--- config.mk ---
export PLATFORM = sky130hd
export DESIGN_NAME = dco_nco_core
export DESIGN_NICKNAME = d
export VERILOG_FILES = /design/src/rtl/dco_nco_core.sv
export SDC_FILE = /design/constraint.sdc
export NUM_CORES = 1
export LEC_CHECK = 0
export BUFFER_PORTS_ARGS = -buffer_cell sky130_fd_sc_hd__buf_2
export CAP_MARGIN = 20
export CORE_UTILIZATION = 51
export CTS_BUF_LIST = sky130_fd_sc_hd__clkbuf_16
export CTS_CLUSTER_SIZE = 10
export DETAILED_ROUTE_END_ITERATION = 7
export PLACE_DENSITY = 0.83
export SYNTH_ARGS = -nofsm -noshare
export SYNTH_HDL_FRONTEND = slang
export SYNTH_SLANG_ARGS = --single-unit
--- constraint.sdc ---
create_clock -name clk -period 2.3 [get_ports clk]
set_input_delay 0.115 -clock clk [delete_from_list [all_inputs] [get_ports clk]]
set_output_delay 0.115 -clock clk [all_outputs]
set_load 0.005 [all_outputs]
--- src/rtl/dco_nco_core.sv ---
// dco_nco_core: NCO-style digitally controlled oscillator for a Tiny Tapeout tile.
// A 16-bit phase accumulator advances by an 8-bit frequency code every clock.
// The tile exposes a square wave, a one-cycle wrap tick, a divide-by-2 of the
// wrap events, a "code is zero" flag, the coarse phase and a wrap counter.
// Output frequency of the square wave is FCW * f_clk / 2^ACC_W.
module dco_nco_core #(
    parameter int ACC_W = 16,
    parameter int CNT_W = 8
) (
    input  logic       clk,
    input  logic       rst_n,
    input  logic       ena,
    input  logic [7:0] ui_in,
    input  logic [7:0] uio_in,
    output logic [7:0] uo_out,
    output logic [7:0] uio_out,
    output logic [7:0] uio_oe
);

    logic [ACC_W-1:0] acc;
    logic             ovf;
    logic             div2;
    logic [CNT_W-1:0] ovf_cnt;

    logic [ACC_W-1:0] fcw_ext;
    logic [ACC_W:0]   sum;
    logic             carry;
    logic             fcw_zero;

    // The bidirectional pins are always driven, so their input side carries no
    // information; it is folded into a dangling net and never used by logic.
    logic unused_uio_in;
    assign unused_uio_in = ^uio_in;

    // The frequency code is zero-extended and added with one extra bit so the
    // carry out of the top bit marks a phase wrap.
    always_comb begin
        fcw_ext  = {{(ACC_W-8){1'b0}}, ui_in};
        sum      = {1'b0, acc} + {1'b0, fcw_ext};
        carry    = sum[ACC_W];
        fcw_zero = (ui_in == 8'h00);
    end

    // Phase, wrap tick, divide-by-2 and wrap counter. Reset wins over enable;
    // with the tile disabled the phase state freezes and the tick is dropped
    // so no stale pulse is seen while frozen.
    always_ff @(posedge clk) begin
        if (!rst_n) begin
            acc     <= '0;
            ovf     <= 1'b0;
            div2    <= 1'b0;
            ovf_cnt <= '0;
        end else if (ena) begin
            acc <= sum[ACC_W-1:0];
            ovf <= carry;
            if (carry) begin
                div2    <= ~div2;
                ovf_cnt <= ovf_cnt + 1'b1;
            end
        end else begin
            ovf <= 1'b0;
        end
    end

    // Output mapping. Everything except the zero-code flag comes straight from
    // registers; the flag follows ui_in immediately.
    always_comb begin
        uo_out  = {acc[ACC_W-1 -: 4], fcw_zero, div2, ovf, acc[ACC_W-1]};
        uio_out = ovf_cnt[7:0];
        uio_oe  = 8'hFF;
    end

endmodule

Word-level counts from Yosys, hierarchy flattened
Index checks and enable logic that the tools add are counted.
Storage, ports and cells
  register bits after elaboration: 26
  input port bits: 19
  word-level logic and storage cells: 10
Operators by class
  $add $sub $neg: 2
  bitwise operators: 1
  reductions and logical operators: 3
Operator list (number)
  $add 16x8->17: 1
  $add 8x1->8 const B: 1
  $logic_not 8->1: 1
  $reduce_and 2->1: 2
  $not 1->1: 1

Depth between registers and ports, before layout
  word-level depth: 2
  gate-level depth with buffers: 8
  depth with buffers taken out: 7

Worst setup path before layout
OpenSTA, ideal clock, no wires.
  kind: register to register
  start point: reg acc[0]
  end point: reg ovf_cnt[1] (netlist: uio_out[1])
  library setup time: 0.128 ns
  data arrival time: 1.896 ns
  data required time: 2.172 ns
  path slack: 0.277 ns
  cell stages (with the launch flop): 9
  cells stage by stage: dfxtp_1 -> ha_1 -> fa_1 -> a211oi_1 -> o211ai_4 -> nand3_2 -> buf_6 -> mux2i_1 -> nor2_1
On the way
  word-level cells in the longest chain between the ends: 2
Ends and longest elaborated chain
  from (decl): RTL line 20  | logic [ACC_W-1:0] acc;
  from (signal assigned): RTL line 54  | acc <= sum[ACC_W-1:0];
  $add 16x8->17: RTL line 39  | sum = {1'b0, acc} + {1'b0, fcw_ext};
  $reduce_and 2->1 (no source line)
  to (signal assigned): RTL line 58  | ovf_cnt <= ovf_cnt + 1'b1;
  to (decl): RTL line 23  | logic [CNT_W-1:0] ovf_cnt;
Every way passes these cells.
A chain may end at the register's enable or synchronous reset.

Worst setup path in the final report
Ends and elaborated chain as after synthesis.

==> results by group <==
Clock tree
  – TritonCTS buffer count: 3
  – Clock root buffer: clkbuf_16
  – Clock Tree Buf Depth: 2
  – Clock Sinks: 26
  – CTS tree: built
  – Worst skew pair latency: between 0.2 and 0.3 ns
  – CTS H-tree lvls: 1
  – Clk slew on worst S/H paths: 0.07 ns

Status
  – Status: finished clean

Route
  – Post-route DRC violation count: 0
  – Via Count: around 1300
  – Routed wl met2: between 1.5 and 2 mm
  – First-pass DRT Iterations: 4
  – Metal3 WL: 116 µm
  – WL/cell: around 14 µm
  – Violation count after the first detailed-route iteration: 39
  – Top sig layer: met4
  – WL final: 3.14 mm
  – Drt via density: 5.84
  – Remaining antenna violation count: 0
  – DRT met1 WL: 1.27 mm

Logic synthesis
  – Area leader, netlist: dfxtp_1
  – Seq/Total Area, Yosys: between 30% and 40%
  – Avg Inst Size Synth: between 8 and 9 µm²
  – Asr flop ratio synth: 0%
  – Post-synth EDFFs: 0
  – Synth Flop Type: dfxtp_1
  – Synth top cells by count: 26 x dfxtp_1, 19 x nor2_1, 16 x buf_4
  – Synth top area share: 34.2%
  – Syn Inst Count: between 150 and 200
  – Synth Cell Area: 1520 µm²
  – Count leader, synth: dfxtp_1
  – Yosys Warn Count: 0
  – Top cells by area, synth: dfxtp_1 34%, buf_4 7.9%, ha_1 7.4%
  – #FFs+latches synth: 26
  – Synth unique cells: 36

Global route
  – First-pass GRT wire length: 5.24 mm
  – Total GRT Usage: roughly 21%
  – Initial antenna violation count: 0
  – Largest net degree at the start of global routing: 25
  – Vias in the first global route: 1259
  – Total global routing overflow: 0

Power
  – Worst IR drop on VDD: approximately 0.57 mV
  – Leak Pwr: 0.781 nW
  – Pwr per Cell Area: ~700 nW/µm²
  – Tot Pwr: about 1.2 mW

Run
  – MaxCap Viol Count: 0

Finish
  – # nets final: 227
  – Final instance area: 1760 µm²
  – Fraction of layout cells with a size suffix above 1: between 20% and 30%
  – Synth-to-Final Area Change: 15.8%
  – Ant diodes: 0
  – Final core utilization: roughly 63%
  – Fin cells: 228

Critical path
  – Worst-path maximum fanout: 9
  – CP required: 2.42 ns
  – Worst setup SP type: register
  – Setup crit end kind: register
  – Worst setup path class: register to register
  – Critical path arrival: 2.28 ns

Floorplan
  – Area of the die: 3210 µm²
  – Initial Utilization: between 50% and 60%
  – # IOs: 43
  – Die width: approximately 57 µm
  – Core Area: 2780 µm²
  – Height of the die: 56.6 µm
  – Site Rows: 19

Place
  – Placed Area: 1620 µm²
  – DP Worst Slack: 0.0403 ns
  – Placed instance count: 220
  – Gpl congestion: 0.858
  – HPWL Detailed: 2.23 mm
  – I/O Buffers: 26

Timing
  – Min Hold Slack: 0.0878 ns
  – Minimum clock period: ~2.2 ns
  – Count of pins over their slew limit: 0
  – Max transition margin: 49.8%
  – Setup TNS: 0 ns
  – Slew @ Worst Pin: 0.753 ns
  – Period utilisation layout: about 94%
  – Hold Fails Final Rpt: 0
  – Maximum clock frequency: between 400 and 500 MHz
  – Fin worst setup slack: 0.144 ns
  – Final Skew: 0.00421 ns
  – Unrepaired setup endpoints after global routing: false
  – Final setup violation count: 0

Min path
  – Hold crit path type: input port to register
flip-flops by register name, indices dropped and copies added, names as in the netlist:
name	cells
acc	16
div2	1
ovf	1
uio_out	8
cell families after synthesis:
group	Yosys count	synth area share, %
buf+inv	22	9.87
simple gates	52	17.7
xor+xnor	13	7.48
compound gates	39	17.2
flops	26	34.2
other cells	1	0.246
fa+ha+maj	10	8.72
mux	7	4.61
metal layers:
| layer | vias to the layer above | GRT usage (%) |
|---|---|---|
| li1 | 643 | - |
| met5 | - | 0 |
| met1 | 648 | 21.4 |
| met3 | 7 | 2.07 |
| met4 | 0 | 9.76 |
| met2 | 33 | 40.8 |
final timing paths:
| check | from | to | slack (ns) | cells past startpoint |
|---|---|---|---|---|
| max | acc[0] | uio_out[1] | 0.14 | 9 |
| min | rst_n | acc[15] | 0.09 | 2 |
| max reg2reg | acc[0] | uio_out[1] | 0.14 | 9 |
| min reg2reg | uio_out[7] | uio_out[7] | 0.49 | 2 |
report_power, final:
part / internal [mW] / total [mW] / switching [mW]
clock network: 0.346 / 0.507 / 0.160
logic: 0.114 / 0.257 / 0.143
registers: 0.472 / 0.486 / 0.0142
layout make-up:
type | instances | area [µm²]
multi-input cells | 129 | 885
flip-flops and latches | 26 | 520
well taps | 31 | 38.8
clock buffers | 3 | 75.1
clock inverters | 1 | 30.0
repair buffers | 36 | 205
fillers | 233 | 1020
inverters | 2 | 7.51
worst max-delay path, stage by stage (launching register included):
cell      delay [ns]
dfxtp_1         0.31
ha_1            0.22
fa_1            0.40
a211oi_1        0.26
buf_4           0.17
o211ai_4        0.12
nand3_4         0.16
buf_4           0.14
mux2i_1         0.18
nor2_1          0.06
layout by cell type (no fill, tap or decap), types with 7 or more instances in the layout:
master    n
buf_4    10
nand3_1   7
conb_1    8
ha_1      9
xor2_1   10
dfxtp_1  26
nor2_1   19
a21oi_1  12
mux2i_1   7
buf_2    26
timing repair:
action / 4_1_cts / 5_1_grt
endpoints found under the hold margin: 0 / 0
gates resized for setup: 0 / 1
hold buffers: 0 / 0
setup buffers: 0 / 4
setup endpoints to repair: 0 / 2
Note: power is estimated with default switching activity, not from simulation.
